**src/rtl/mc_ctrl_pkg.sv**
```systemverilog
// Shared definitions for the multicycle control FSM: state encodings,
// opcode constants, mux select codes and the control-word layout.
package mc_ctrl_pkg;

    localparam int OPW_DEF    = 6;
    localparam int STATEW_DEF = 4;

    typedef enum logic [3:0] {
        FETCH    = 4'd0,
        DECODE   = 4'd1,
        MEMADR   = 4'd2,
        MEMRD    = 4'd3,
        MEMWR    = 4'd4,
        MEMWB    = 4'd5,
        EXEC_R   = 4'd6,
        RTYPE_WB = 4'd7,
        EXEC_I   = 4'd8,
        ITYPE_WB = 4'd9,
        BRANCH   = 4'd10,
        JUMP     = 4'd11
    } state_t;

    localparam logic [5:0] OP_RTYPE = 6'h00;
    localparam logic [5:0] OP_J     = 6'h02;
    localparam logic [5:0] OP_BEQ   = 6'h04;
    localparam logic [5:0] OP_ADDI  = 6'h08;
    localparam logic [5:0] OP_LW    = 6'h23;
    localparam logic [5:0] OP_SW    = 6'h2B;

    localparam logic [1:0] ALU_ADD   = 2'd0;
    localparam logic [1:0] ALU_SUB   = 2'd1;
    localparam logic [1:0] ALU_FUNCT = 2'd2;

    localparam logic [1:0] PCSRC_ALU    = 2'd0;
    localparam logic [1:0] PCSRC_ALUOUT = 2'd1;
    localparam logic [1:0] PCSRC_JUMP   = 2'd2;

    localparam logic [1:0] SRCB_REGB   = 2'd0;
    localparam logic [1:0] SRCB_FOUR   = 2'd1;
    localparam logic [1:0] SRCB_IMM    = 2'd2;
    localparam logic [1:0] SRCB_IMMSH2 = 2'd3;

    // Everything the FSM drives into the datapath except illegal_op.
    typedef struct packed {
        logic       pc_write;
        logic       pc_write_cond;
        logic       i_or_d;
        logic       mem_read;
        logic       mem_write;
        logic       ir_write;
        logic       mem_to_reg;
        logic [1:0] pc_source;
        logic [1:0] alu_op;
        logic       alu_src_a;
        logic [1:0] alu_src_b;
        logic       reg_write;
        logic       reg_dst;
    } ctrl_t;

    // True for every opcode the DECODE step knows how to dispatch.
    function automatic logic is_supported(input logic [5:0] op);
        return (op == OP_RTYPE) || (op == OP_J) || (op == OP_BEQ) ||
               (op == OP_ADDI) || (op == OP_LW) || (op == OP_SW);
    endfunction

endpackage

```
**src/rtl/mc_ctrl_decode.sv**
```systemverilog
// Combinational state -> control-word table. Pure Moore decode; the
// mem_ready qualification and reset gating live in the top module.
module mc_ctrl_decode
    import mc_ctrl_pkg::*;
(
    input  state_t state,
    output ctrl_t  ctrl
);

    // Per-state control word; unused encodings fall to the all-zero default.
    always_comb begin
        ctrl = '0;
        case (state)
            FETCH: begin
                ctrl.mem_read  = 1'b1;
                ctrl.ir_write  = 1'b1;
                ctrl.pc_write  = 1'b1;
                ctrl.alu_src_b = SRCB_FOUR;
                ctrl.alu_op    = ALU_ADD;
                ctrl.pc_source = PCSRC_ALU;
            end
            DECODE: begin
                ctrl.alu_src_b = SRCB_IMMSH2;
                ctrl.alu_op    = ALU_ADD;
            end
            MEMADR, EXEC_I: begin
                ctrl.alu_src_a = 1'b1;
                ctrl.alu_src_b = SRCB_IMM;
                ctrl.alu_op    = ALU_ADD;
            end
            MEMRD: begin
                ctrl.mem_read = 1'b1;
                ctrl.i_or_d   = 1'b1;
            end
            MEMWR: begin
                ctrl.mem_write = 1'b1;
                ctrl.i_or_d    = 1'b1;
            end
            MEMWB: begin
                ctrl.reg_write  = 1'b1;
                ctrl.mem_to_reg = 1'b1;
            end
            EXEC_R: begin
                ctrl.alu_src_a = 1'b1;
                ctrl.alu_src_b = SRCB_REGB;
                ctrl.alu_op    = ALU_FUNCT;
            end
            RTYPE_WB: begin
                ctrl.reg_write = 1'b1;
                ctrl.reg_dst   = 1'b1;
            end
            ITYPE_WB: begin
                ctrl.reg_write = 1'b1;
            end
            BRANCH: begin
                ctrl.alu_src_a     = 1'b1;
                ctrl.alu_src_b     = SRCB_REGB;
                ctrl.alu_op        = ALU_SUB;
                ctrl.pc_write_cond = 1'b1;
                ctrl.pc_source     = PCSRC_ALUOUT;
            end
            JUMP: begin
                ctrl.pc_write  = 1'b1;
                ctrl.pc_source = PCSRC_JUMP;
            end
            default: ctrl = '0;
        endcase
    end

endmodule

```
**src/rtl/mc_control_fsm.sv**
```systemverilog
// Main control FSM of the multicycle datapath: state register, next-state
// logic, mem_ready qualification of the fetch enables and reset gating.
module mc_control_fsm
    import mc_ctrl_pkg::*;
#(
    parameter int OPW    = 6,
    parameter int STATEW = 4
) (
    input  logic              clk,
    input  logic              rst_n,
    input  logic [OPW-1:0]    opcode,
    input  logic              mem_ready,
    output logic              pc_write,
    output logic              pc_write_cond,
    output logic              i_or_d,
    output logic              mem_read,
    output logic              mem_write,
    output logic              ir_write,
    output logic              mem_to_reg,
    output logic [1:0]        pc_source,
    output logic [1:0]        alu_op,
    output logic              alu_src_a,
    output logic [1:0]        alu_src_b,
    output logic              reg_write,
    output logic              reg_dst,
    output logic              illegal_op,
    output logic [STATEW-1:0] state
);

    state_t     state_reg;
    state_t     state_next;
    ctrl_t      ctrl_raw;
    ctrl_t      ctrl_out;
    logic [5:0] op;

    assign op = 6'(opcode);

    mc_ctrl_decode u_decode (
        .state (state_reg),
        .ctrl  (ctrl_raw)
    );

    // State register; reset abandons whatever instruction is in flight.
    always_ff @(posedge clk) begin
        if (!rst_n) state_reg <= FETCH;
        else        state_reg <= state_next;
    end

    // Next-state: opcode is only looked at in DECODE and MEMADR.
    always_comb begin
        state_next = FETCH;
        case (state_reg)
            FETCH:    state_next = mem_ready ? DECODE : FETCH;
            DECODE: begin
                if (op == OP_LW || op == OP_SW) state_next = MEMADR;
                else if (op == OP_RTYPE)        state_next = EXEC_R;
                else if (op == OP_BEQ)          state_next = BRANCH;
                else if (op == OP_J)            state_next = JUMP;
                else if (op == OP_ADDI)         state_next = EXEC_I;
                else                            state_next = FETCH;
            end
            MEMADR:   state_next = (op == OP_SW) ? MEMWR : MEMRD;
            MEMRD:    state_next = mem_ready ? MEMWB : MEMRD;
            MEMWR:    state_next = mem_ready ? FETCH : MEMWR;
            MEMWB:    state_next = FETCH;
            EXEC_R:   state_next = RTYPE_WB;
            RTYPE_WB: state_next = FETCH;
            EXEC_I:   state_next = ITYPE_WB;
            ITYPE_WB: state_next = FETCH;
            BRANCH:   state_next = FETCH;
            JUMP:     state_next = FETCH;
            default:  state_next = FETCH;
        endcase
    end

    // IR/PC load in FETCH only when the read completes; everything is
    // silenced while reset is held so nothing is written on that cycle.
    always_comb begin
        ctrl_out = ctrl_raw;
        if (state_reg == FETCH) begin
            ctrl_out.ir_write = ctrl_raw.ir_write & mem_ready;
            ctrl_out.pc_write = ctrl_raw.pc_write & mem_ready;
        end
        if (!rst_n) ctrl_out = '0;
    end

    assign illegal_op    = rst_n && (state_reg == DECODE) && !is_supported(op);
    assign pc_write      = ctrl_out.pc_write;
    assign pc_write_cond = ctrl_out.pc_write_cond;
    assign i_or_d        = ctrl_out.i_or_d;
    assign mem_read      = ctrl_out.mem_read;
    assign mem_write     = ctrl_out.mem_write;
    assign ir_write      = ctrl_out.ir_write;
    assign mem_to_reg    = ctrl_out.mem_to_reg;
    assign pc_source     = ctrl_out.pc_source;
    assign alu_op        = ctrl_out.alu_op;
    assign alu_src_a     = ctrl_out.alu_src_a;
    assign alu_src_b     = ctrl_out.alu_src_b;
    assign reg_write     = ctrl_out.reg_write;
    assign reg_dst       = ctrl_out.reg_dst;
    assign state         = STATEW'(state_reg);

endmodule
```
**config.mk**
```make
export PLATFORM = sky130hd
export DESIGN_NAME = mc_control_fsm
export DESIGN_NICKNAME = d
export VERILOG_FILES = /design/src/rtl/mc_ctrl_pkg.sv /design/src/rtl/mc_ctrl_decode.sv /design/src/rtl/mc_control_fsm.sv
export SDC_FILE = /design/constraint.sdc
export NUM_CORES = 1
export LEC_CHECK = 0
export ABC_AREA = 1
export BUFFER_PORTS_ARGS = -buffer_cell sky130_fd_sc_hd__buf_2
export CORE_AREA = 2 2 39 41
export DETAILED_ROUTE_END_ITERATION = 8
export DIE_AREA = 0 0 41 43
export GPL_TIMING_DRIVEN = 0
export PLACE_DENSITY = 0.8
export SLEW_MARGIN = 25
export SYNTH_ARGS = -nofsm -noshare
export SYNTH_HDL_FRONTEND = slang
export SYNTH_SLANG_ARGS = --single-unit
export TNS_END_PERCENT = 30
```
**constraint.sdc**
```tcl
create_clock -name clk -period 1.28 [get_ports clk]
set_input_delay 0.256 -clock clk [delete_from_list [all_inputs] [get_ports clk]]
set_output_delay 0.256 -clock clk [all_outputs]
set_load 0.03 [all_outputs]
```
# Yosys cells after proc, flatten, opt, wreduce, memory -nomap -nowiden
# Index checks and enable logic that the tools add are counted.
[classes] n_eq_ne=16 mux=26 bitwise=2 n_reduce_logical=17
[ops] cell="$pmux 4 s7" n=1
[ops] cell="$mux 4" n=5
[ops] cell="$eq 4x3->1 const B" n=4
[ops] cell="$eq 4x4->1 const B" n=4
[ops] cell="$mux 16" n=1
[ops] cell="$mux 1" n=13
[ops] cell="$eq 6x6->1 const B" n=2
[ops] cell="$mux 3" n=3
[ops] cell="$eq 4x2->1 const B" n=2
[ops] cell="$pmux 2 s2" n=2
[ops] cell="$reduce_or 2->1" n=4
[ops] cell="$eq 6x2->1 const B" n=1
[ops] cell="$eq 6x3->1 const B" n=1
[ops] cell="$eq 6x4->1 const B" n=1
[ops] cell="$logic_not 6->1" n=1
[ops] cell="$logic_or 1x1->1" n=6
[ops] cell="$pmux 2 s3" n=1
[ops] cell="$eq 4x1->1 const B" n=1
[ops] cell="$logic_not 4->1" n=1
[ops] cell="$reduce_or 4->1" n=1
[ops] cell="$reduce_or 3->1" n=1
[ops] cell="$and 1x1->1" n=2
[ops] cell="$logic_and 1x1->1" n=2
[ops] cell="$logic_not 1->1" n=1
[totals] reg_bits=4 in_bits=9 out_inout_bits=21 wordCells=62

# Logic depth before layout (Yosys ltp)
# Gate-level depths: netlist of run 1.
[depth] word_depth=8 mapped_depth=9 depth_no_buf=8

# By module
# From an unflattened synthesis of run 1, not the netlist that was laid out.
[unflattened] cells_unflattened=137 hier_area_um2=681.9
[modules_own_cells] module="mc_control_fsm" instances=1 cells_per_inst=102 area_each_um2=518.0 seq_area_each_um2=80.1
[modules_own_cells] module="mc_ctrl_decode" instances=1 cells_per_inst=35 area_each_um2=163.9 seq_area_each_um2=0.0

# Worst setup path after synthesis of run 1
# No wires, ideal clock.
[synth_path] path_kind="register -> output" startpoint="register state_reg[0] (netlist: state[0])" endpoint="output port illegal_op" arrival_ps=1601 setup_slack_ps=-577 stages_incl_launch_ff=5 cell_sequence="dfxtp_1 -> nand2_2 -> nor2_4 -> nand3_1 -> nor3_1"
[synth_via] elab_chain_len=3
[synth_rtl] item="start: declaration" line="mc_control_fsm.sv:30" text="state_t state_reg;"
[synth_rtl] item="start signal: assignment" line="mc_control_fsm.sv:46" text="else state_reg <= state_next;"
[synth_rtl] item="$eq 4x1->1" line="mc_control_fsm.sv:87" text="assign illegal_op = rst_n && (state_reg == DECODE) && !is_supported(op);"
[synth_rtl] item="$logic_and 1x1->1 (2 in series)" line="mc_control_fsm.sv:87"
[synth_rtl] item="end: declaration" line="mc_control_fsm.sv:26" text="output logic illegal_op,"
# No other way between the ends.

# Worst setup path in the final report of run 1
[layout_path] startpoint="register state_reg[0] (netlist: state[0])" endpoint="output port alu_src_b[1]"
[layout_via] elab_chain_len=4 elab_cells_between_ends=7 cone_classes="eq/ne (3); mux (2); reduce/logical (2)"
[layout_rtl] item="$eq 4x2->1 or $eq 4x4->1 (tied branches)" line="mc_ctrl_decode.sv:13" text="case (state)"
[layout_rtl] item="$reduce_or 2->1"
[layout_rtl] item="$pmux 2 s3 *" line="mc_ctrl_decode.sv:13"
[layout_rtl] item="$mux 16 *" line="mc_control_fsm.sv:84" text="if (!rst_n) ctrl_out = '0;"
[layout_rtl] item="end: declaration" line="mc_control_fsm.sv:23" text="output logic [1:0] alu_src_b,"
# Every way passes the cells marked *; elsewhere a longest branch is shown, timed or not.

==> impl_results.md, run 1 <==
* Outcome: finished with violations
* Violated checks: setup timing
* Yosys cell types at 19
* Crit path capture: alu_src_b[1]
* Vias in the first global route at 778
* Ranking of synthesized cells by area: dfxtp_1 16%, nor2_1 15%, nand2_1 14%, nand3_1 11%, inv_1 9.3%
* Diode count at 0
* Post-synthesis mux area share at 0%
* Pin count of the biggest net entering global routing at 11
* Avg Inst Size Synth at 5.35 sq um
* Max Cap Viol at 0
* DR iter-0 viols at 15
* Largest family of logic cells by synthesized area: simple AND/OR/NAND/NOR gates
* Final Cell Area at 0.00106 sq mm
* Top Ports at 30
* Crit path time final at 1.57 ns
* Slowest CP cell: dfxtp_4
* Leak Pwr at 0.505 nW
* Placed Area at 828 sq um
* Synth Instances at 91
* Worst reg2reg path depth at 8
* Drt drc at 0
* Most frequent cell after synthesis: nor2_1
* Synth Area in Compound Gates at 15.7%
* Syn_nets at 100
* Die Ht at 43 um
* Number of warning messages in the yosys log at 0
* Final Util at 76.9%
* Startpoint Class: flop
* Site Rows at 14
* XOR/XNOR share of the synthesized area at 0%
* # hold bufs at CTS at 0
* F_max at 0.636 GHz
* Root Buffer: clkbuf_4
* All-Layer GR Usage at 26.0%
* RSZ-0062 raised after global routing: true
* R2R Setup Slk at -0.02 ns
* Clock network fraction of total power at 32.8%
* DP Worst Slack at -0.392 ns
* Worst relative slew slack at 82.2%
* Tcrit/Tclk final at 123%
* Crit. Startpoint: state[0]$_SDFF_PN0_
* Critical path endpoint category: output pin
* Routed WL at 1980 um
* Clock sinks at 4
* Number of flops mapped to enable cells by yosys at 0
* CP arrival at 1.32 ns
* Final Max Slew Viols at 0
* Mapped Area at 487 sq um
* Initial antenna violation count at 0
* Sequential power share at 25.8%
* Power Total at 0.523 mW
* Net Switching at 0.212 mW
* Share of layout cells above drive strength 1 at 64.8%
* Drt pass-1 iters at 6
* Max reg flops at 4
* Post-Synth Adder-Cell Area at 0%
* Core Box Area at 0.00138 sq mm
* Worst R2R End: state[2]$_SDFF_PN0_
* Peak supply drop at 0.000393 V
* Nets at 139
* Pint at 0.311 mW
* Fill count at 91
* Sequential area share after synthesis at 16.5%
* Clock slew at reported path FFs at 0.04 ns
* Synth top cells by count: 20 x nor2_1, 18 x nand2_1, 12 x inv_1
* Leading area contributor after synthesis: dfxtp_1
* CTS Buf Count at 3
* R2R Path Start: state[0]$_SDFF_PN0_
* GRT overflow at 0
* Synth Register Bits at 4
* Combinational group share of total power at 41.3%
* CTS tree: yes
* Die area at 0.00176 sq mm
* H-tree depth at 1
* Area grow syn2layout at 119%
* Sw frac at 40.5%
* Clock Path Buffers at 2
* Asr flop ratio synth at 0%
* WL/cell at 13.7 um
* I/O Buffers at 29
* First-pass GRT wire length at 3140 um
* Worst slew pin tran at 0.266 ns
* Crit Path Max Fanout at 6
* Routed vias/inst at 5.23
* Critical path class: reg2out
* Starting density of the core at 35.2%
* Via Count at 753
* Main synth FF type: dfxtp_1
* Die W at 41 um
* Worst-Skew Late Latency at 0.26 ns
* Hold Crit Class: in2reg
* Max incr delay on CP at 0.39 ns
* Routability cong. at 0.789
* Final Hold Vio Count at 0
* Cell Chain, Critical Path: inv_4 -> nand2_2 -> nor2_4 -> nor2_2 -> a21oi_4 -> buf_6
* Dpl hpwl at 1330 um
* Simple-Gate Fraction of Synth Area at 54.0%
* Setup violators final at 18
* Clk_skew at 0.00950 ns
* Synth top area share at 16.5%
* Final worst slack at -0.292 ns
* PwrDens at 492 mW/mm^2
* CP required at 1.02 ns
* Detail Route Antenna Nets at 0
[how the worst min path moves through the flow]
stage	from	to	slack, ns	cells after the start
after floorplan	rst_n	state[0]$_SDFF_PN0_	0.35	2
after global placement	rst_n	state[0]$_SDFF_PN0_	0.56	3
after detailed placement	rst_n	state[0]$_SDFF_PN0_	0.57	3
after CTS	rst_n	state[0]$_SDFF_PN0_	0.32	3
after global routing	rst_n	state[0]$_SDFF_PN0_	0.35	3
final	rst_n	state[0]$_SDFF_PN0_	0.35	3
[logic make-up (layout without fill, tap and decap cells)]
logic type / Yosys count / in the layout
buf+inv: 15 / 52
simple gates: 59 / 59
flops: 4 / 4
compound gates: 13 / 13
[per-stage QoR]
stage | setup TNS, ns | instances | hold WS [ns]
2_1_floorplan | -1.05 | 91 | 0.353
3_3_place_gp | -2.57 | 136 | 0.557
3_5_place_dp | -2.81 | 136 | 0.566
4_1_cts | -3.38 | 144 | 0.322
5_1_grt | -4.45 | 144 | 0.347
6_report | -3.73 | 144 | 0.345
[per-layer routing]
layer	global-route usage, %	share of wire [%]	vias to the layer above
li1	-	-	379
met1	25.8	37	337
met2	44.1	57	32
met3	5.76	3.7	5
met4	18.0	2.3	0
met5	0	0	-
[critical path: cells and delay by family (launching register included)]
| kind | cells | cell delay, ns |
|---|---|---|
| AOI/OAI and AO/OA | 1 | 0.12 |
| buffers and inverters | 2 | 0.24 |
| DFF | 1 | 0.39 |
| and+or+nand+nor | 3 | 0.31 |
[what timing repair did]
| item | 4_1_cts | 5_1_grt |
|---|---|---|
| setup buffers | 6 | 0 |
| endpoints found under the setup margin | 19 | 18 |
| resized for setup | 48 | 7 |
| pin swaps | 8 | 0 |
[cell usage in the layout (no fill, tap or decap), types with 5 or more instances in the layout]
master    n
nor2_1    7
buf_2    12
nor2_2    7
nand3_1   8
inv_4     5
nor2_4    9
buf_4     7
nand2_1  12
inv_1     7
buf_6    16
[final cells by class]
class,instances,area [sq um],share of cell area (%)
sequential,4,95.1,8.94
multi-input combinational,72,559,52.6
clock buffer,3,22.5,2.12
tap,16,20.0,1.88
buffer,1,11.3,1.06
inverter,13,66.3,6.24
timing repair buffer,35,289,27.2
[power groups by stage]
stage,sequential (mW),combinational (mW),clock [mW]
after floorplan,0.138,0.117,0
after global placement,0.131,0.169,0
after detailed placement,0.132,0.174,0
after CTS,0.134,0.206,0.169
after global routing,0.135,0.231,0.178
final,0.135,0.216,0.172
No activity file was read; power rests on OpenSTA's default activity.
==> inputs of run 2 (changes only) <==
--- a/constraint.sdc
+++ b/constraint.sdc
@@ -3,2 +3,2 @@
 set_output_delay 0.256 -clock clk [all_outputs]
-set_load 0.03 [all_outputs]
+set_load 0.005 [all_outputs]
==> run 2 against run 1 <==
Effect of this change:
- the flow still finishes with violations (setup timing)
- critical path depth shrank 1
- hold slack lost 0.017 ns
- combinational power shrank 39%
- flip-flop and latch count is the same
- power shrank 19%
- routed wire length shrank 19%
- highest routed layer unchanged
- clock power shrank 8%
- register-to-register slack gained 0.16 ns
- sequential share of layout area grew 2.5 points
- global-route usage shrank 8.6 points
==> impl_results.md, run 2 (synthesized netlist as in run 1, its figures left out) <==
* Outcome: finished with violations
* Violated checks: setup timing
* Max reg flops at 4 (unchanged)
* Combinational group share of total power at 30.9% (-10 points)
* Routed WL at 1590 um (-19%)
* Placed Cells at 136 (unchanged)
* Diode count at 0 (unchanged)
* Max Cap Viol at 0 (unchanged)
* Root Buffer: clkbuf_4
* Startpoint Class: flop
* Footprint of the multi-input gates at 448 sq um (-20%)
* Worst-Skew Late Latency at 0.24 ns (-0.02 ns)
* Clock Path Buffers at 2 (unchanged)
* DR iter-0 viols at 6 (-9)
* Hold WS at 0.328 ns (-0.0168 ns)
* Final worst slack at -0.209 ns (+0.0831 ns)
* DP Worst Slack at -0.106 ns (+0.286 ns)
* Drt drc at 0 (unchanged)
* Vias in the first global route at 572 (-26%)
* Worst slew pin tran at 0.304 ns (+0.0378 ns)
* Share of layout cells above drive strength 1 at 53.5% (-11 points)
* # hold bufs at CTS at 0 (unchanged)
* F_max at 0.672 GHz (+5.6%)
* Starting density of the core at 35.2% (unchanged)
* Core Box Area at 0.00138 sq mm (unchanged)
* Final Hold Vio Count at 0 (unchanged)
* Final Max Slew Viols at 0 (unchanged)
* Clock slew at reported path FFs at 0.04 ns (about the same)
* PwrDens at 510 mW/mm^2 (+3.6%)
* Clock network fraction of total power at 37.6% (+4.8 points)
* All-Layer GR Usage at 17.5% (-8.6 points)
* CTS Buf Count at 3 (unchanged)
* WL/cell at 11.1 um (-19%)
* Initial antenna violation count at 0 (unchanged)
* Pint at 0.283 mW (-9.1%)
* CP arrival at 1.23 ns (-0.09 ns)
* Area taken by flip-flops and latches at 95.1 sq um (unchanged)
* Most common cell after layout, fill and taps aside: buf_2
* Tcrit/Tclk final at 116% (-6.5 points)
* Peak supply drop at 0.000277 V (-29%)
* Die area at 0.00176 sq mm (unchanged)
* Routability cong. at 0.751 (-4.8%)
* Most frequent cells in the layout: 29 x buf_2, 15 x nor2_1, 12 x nand2_1, 8 x nand3_1
* Fill count at 132 (+45%)
* RSZ-0062 raised after global routing: true
* Die Ht at 43 um (unchanged)
* Pin count of the biggest net entering global routing at 11 (unchanged)
* Power Total at 0.423 mW (-19%)
* Critical path endpoint category: output pin
* Routed vias/inst at 5.24 (+0.16%)
* Crit Path Max Fanout at 4 (-2)
* Via Count at 749 (-0.53%)
* H-tree depth at 1 (unchanged)
* Site Rows at 14 (unchanged)
* Hold Crit Class: in2reg
* Die W at 41 um (unchanged)
* Net Switching at 0.140 mW (-34%)
* Clock sinks at 4 (unchanged)
* First-pass GRT wire length at 2130 um (-32%)
* Leak Pwr at 0.477 nW (-5.6%)
* Dpl hpwl at 1110 um (-16%)
* Setup violators final at 17 (-1)
* Setup TNS at -2.07 ns (+1.66 ns)
* Final Non-Filler Cells at 143 (-0.69%)
* Clk_skew at 0.00347 ns (-0.00604 ns)
* CTS tree: yes
* CP required at 1.02 ns (about the same)
* Sequential power share at 31.5% (+5.7 points)
* Worst relative slew slack at 79.6% (-2.6 points)
* R2R Setup Slk at 0.14 ns (+0.16 ns)
* Detail Route Antenna Nets at 0 (unchanged)
* Critical path class: reg2out
* Top Ports at 30 (unchanged)
* GRT overflow at 0 (unchanged)
* Crit path time final at 1.49 ns (-0.0831 ns)
* Sw frac at 33.1% (-7.4 points)
* Area grow syn2layout at 70.4%
* Drt pass-1 iters at 3 (-3)
* I/O Buffers at 29 (unchanged)
* Nets at 138 (-0.72%)
run 2: cell types whose count changed in the layout (fill, tap and decap cells not counted), moves of 2 or more:
cell     change
nor2_1       +8
nor2_4       -2
nor3_4       -2
o22ai_4      -2
nor2_2       -6
inv_4        -3
buf_2       +17
inv_2        +3
buf_6       -16
a21oi_1      +2
o22ai_1      +2
run 2: area by class of cell:
type                            count  share of cell area, %
Multi-Input combinational cell     72                   54.0
Tap cell                           16                   2.41
Buffer                              1                  0.905
Sequential cell                     4                   11.5
Clock buffer                        3                   2.71
Inverter                           13                   6.49
Timing Repair Buffer               34                   22.0
run 2: worst paths after layout:
check	from	end	cells past startpoint
worst max-delay path	state[2]$_SDFF_PN0_	mem_read	5
worst min-delay path	rst_n	state[0]$_SDFF_PN0_	3
worst max register to register	state[0]$_SDFF_PN0_	state[2]$_SDFF_PN0_	8
worst min register to register	state[2]$_SDFF_PN0_	state[3]$_SDFF_PN0_	3
run 2: power by group through the flow:
stage	sequential, mW	combinational, mW	clock (mW)
after detailed placement	0.135	0.107	0
final	0.133	0.131	0.159
after global routing	0.134	0.145	0.167
after CTS	0.135	0.122	0.156
after floorplan	0.135	0.0613	0
after global placement	0.135	0.104	0
run 2: routing by layer:
metal	vias to the layer above	part of all wire, %	global-route usage, %
li1	379	-	-
met1	339	39	18.3
met2	28	54	30.9
met3	3	6.3	3.14
met4	0	1.1	8.00
met5	-	0	0
run 2: worst max-delay path, cell delays in order (launching register included):
cell	delay, ns
dfxtp_4	0.36
inv_4	0.08
nand2_4	0.08
buf_4	0.14
a211oi_2	0.17
buf_2	0.15
run 2: timing repair:
| item | 4_1_cts | 5_1_grt |
|---|---|---|
| resized for setup | 25 | 17 |
| endpoints found under the setup margin | 17 | 17 |
| gates cloned | 0 | 0 |
| pin swaps | 6 | 6 |
| buffers inserted | 5 | 0 |
run 2: per-stage QoR:
stage | cell area (sq um) | util (%)
floorplan | 487 | -
global placement | 652 | 47.1
detailed placement | 652 | 47.1
CTS | 768 | 55.5
global route | 830 | 59.9
finish | 830 | 59.9
==> inputs of run 3 (changes only) <==
- BUFFER_PORTS_ARGS: -buffer_cell sky130_fd_sc_hd__buf_2 -> -buffer_cell sky130_fd_sc_hd__buf_4
==> run 3 against run 2 <==
Effect of this change:
- clock power fell by 3%
- the run still ends with setup timing left
- largest cell class unchanged
- global-route usage fell by 0.38 points
- clock skew rose by 0.0053 ns
- flip-flop and latch count did not move
==> impl_results.md, run 3 (synthesized netlist as in run 1, its figures left out) <==
* Outcome: finished with violations
* Violated checks: setup timing
* Routability cong. at 0.745 (-0.81%)
* Crit Path Max Fanout at 5 (+1)
* Clock sinks at 4 (unchanged)
* Diode count at 0 (unchanged)
* Final Cell Area at 900 sq um (+8.4%)
* Root Buffer: clkbuf_4
* Worst-Skew Late Latency at 0.23 ns (about the same)
* Drt pass-1 iters at 4 (+1)
* F_max at 0.668 GHz (-0.54%)
* Via Count at 735 (-1.9%)
* Vias in the first global route at 559 (-2.3%)
* Placed Area at 724 sq um (+11%)
* Site Rows at 14 (unchanged)
* CTS tree: yes
* Initial antenna violation count at 0 (unchanged)
* Detail Route Antenna Nets at 0 (unchanged)
* R2R Setup Slk at 0.09 ns (-0.05 ns)
* Die W at 41 um (unchanged)
* Clock network fraction of total power at 35.1% (-2.5 points)
* Startpoint Class: flop
* Fill count at 124 (-6.1%)
* All-Layer GR Usage at 17.1% (-0.38 points)
* Area taken by flip-flops and latches at 92.6 sq um (-2.6%)
* Drt drc at 0 (unchanged)
* Routed vias/inst at 5.07 (-3.2%)
* Sw frac at 31.0% (-2.1 points)
* Max reg flops at 4 (unchanged)
* H-tree depth at 1 (unchanged)
* PwrDens at 487 mW/mm^2 (-4.6%)
* CP arrival at 1.24 ns (about the same)
* Nets at 140 (+1.4%)
* Core Box Area at 0.00138 sq mm (unchanged)
* Top Ports at 30 (unchanged)
* Power Total at 0.438 mW (+3.5%)
* Leak Pwr at 0.478 nW (+0.28%)
* Dpl hpwl at 1140 um (+2.6%)
* Final Max Slew Viols at 0 (unchanged)
* Peak supply drop at 0.000411 V (+48%)
* First-pass GRT wire length at 2110 um (-0.66%)
* Tcrit/Tclk final at 117% (+0.63 points)
* Most common cell after layout, fill and taps aside: buf_4
* Clock slew at reported path FFs at 0.04 ns (about the same)
* Worst slew pin tran at 0.259 ns (-0.0442 ns)
* Setup violators final at 16 (-1)
* Final worst slack at -0.217 ns (-0.00812 ns)
* Clk_skew at 0.00880 ns (+0.00533 ns)
* Final Hold Vio Count at 0 (unchanged)
* Most frequent cells in the layout: 36 x buf_4, 15 x nor2_1, 13 x nand2_1, 9 x nand3_1, 8 x inv_1
* # hold bufs at CTS at 0 (unchanged)
* Combinational group share of total power at 34.1% (+3.2 points)
* Sequential power share at 30.7% (-0.8 points)
* Critical path endpoint category: output pin
* Hold WS at 0.295 ns (-0.0329 ns)
* DR iter-0 viols at 8 (+2)
* CTS Buf Count at 3 (unchanged)
* I/O Buffers at 29 (unchanged)
* GRT overflow at 0 (unchanged)
* Area grow syn2layout at 84.8%
* RSZ-0062 raised after global routing: true
* Critical path class: reg2out
* WL/cell at 11.4 um (+2.6%)
* Die Ht at 43 um (unchanged)
* CP required at 1.02 ns (about the same)
* Pint at 0.302 mW (+6.8%)
* Final Util at 65.0% (+5.1 points)
* Worst relative slew slack at 82.6% (+3.0 points)
* Max Cap Viol at 0 (unchanged)
* Net Switching at 0.136 mW (-3.2%)
* Crit path time final at 1.50 ns (+0.00812 ns)
* Die area at 0.00176 sq mm (unchanged)
* Share of layout cells above drive strength 1 at 54.3% (+0.72 points)
* Starting density of the core at 35.2% (unchanged)
* Pin count of the biggest net entering global routing at 11 (unchanged)
* Hold Crit Class: in2reg
* Footprint of the multi-input gates at 432 sq um (-3.6%)
* Routed WL at 1660 um (+4.0%)
* Clock Path Buffers at 2 (unchanged)
-- run 3: changes by cell type in the layout (fill, tap and decap cells not counted), moves of 2 or more --
cell,change
nor2_4,-2
nor2_2,+2
nand2_4,-2
inv_2,-2
buf_2,-29
buf_4,+30
-- run 3: layout make-up --
type	count	area share [%]
clock buffers	3	2.50
plain buffers	1	0.834
flip-flops and latches	4	10.3
repair buffers	36	29.8
inverters	13	6.40
well taps	16	2.23
multi-input cells	72	48.0
-- run 3: final timing paths --
check | startpoint | end | depth (start not counted)
max | state[3]$_SDFF_PN0_ | reg_write | 5
min | rst_n | state[0]$_SDFF_PN0_ | 3
max reg2reg | state[0]$_SDFF_PN0_ | state[2]$_SDFF_PN0_ | 8
min reg2reg | state[1]$_SDFF_PN0_ | state[3]$_SDFF_PN0_ | 3
-- run 3: metrics by stage --
step | cells | setup TNS (ns) | worst slack [ns]
floorplan | 91 | 0 | 0.0718
global placement | 136 | -0.268 | -0.0769
detailed placement | 136 | -0.373 | -0.0815
CTS | 143 | -2.08 | -0.233
global route | 145 | -3.03 | -0.246
finish | 145 | -2.44 | -0.217
-- run 3: power by group through the flow --
stage	registers, mW	logic, mW	clock network [mW]
final	0.135	0.149	0.154
after global routing	0.135	0.163	0.158
after CTS	0.133	0.141	0.155
after detailed placement	0.135	0.123	0
after global placement	0.136	0.121	0
after floorplan	0.135	0.0613	0
-- run 3: layer usage --
metal	up-vias	routed length, um	global-route usage (%)
li1	378	-	-
met1	322	641	17.7
met2	35	900	32.2
met3	0	117	3.14
met4	0	0	4.00
met5	-	0	0
-- run 3: repair_timing --
item / CTS / global route
pin swaps: 8 / 4
endpoints found under the setup margin: 17 / 17
gates resized for setup: 28 / 10
setup buffers: 5 / 2
gates cloned: 0 / 0
-- run 3: worst max-delay path, stage by stage, from the launching register on --
cell	delay [ns]
dfxtp_4	0.35
buf_4	0.14
nor2_4	0.15
nand2_4	0.09
o22ai_2	0.14
buf_4	0.13
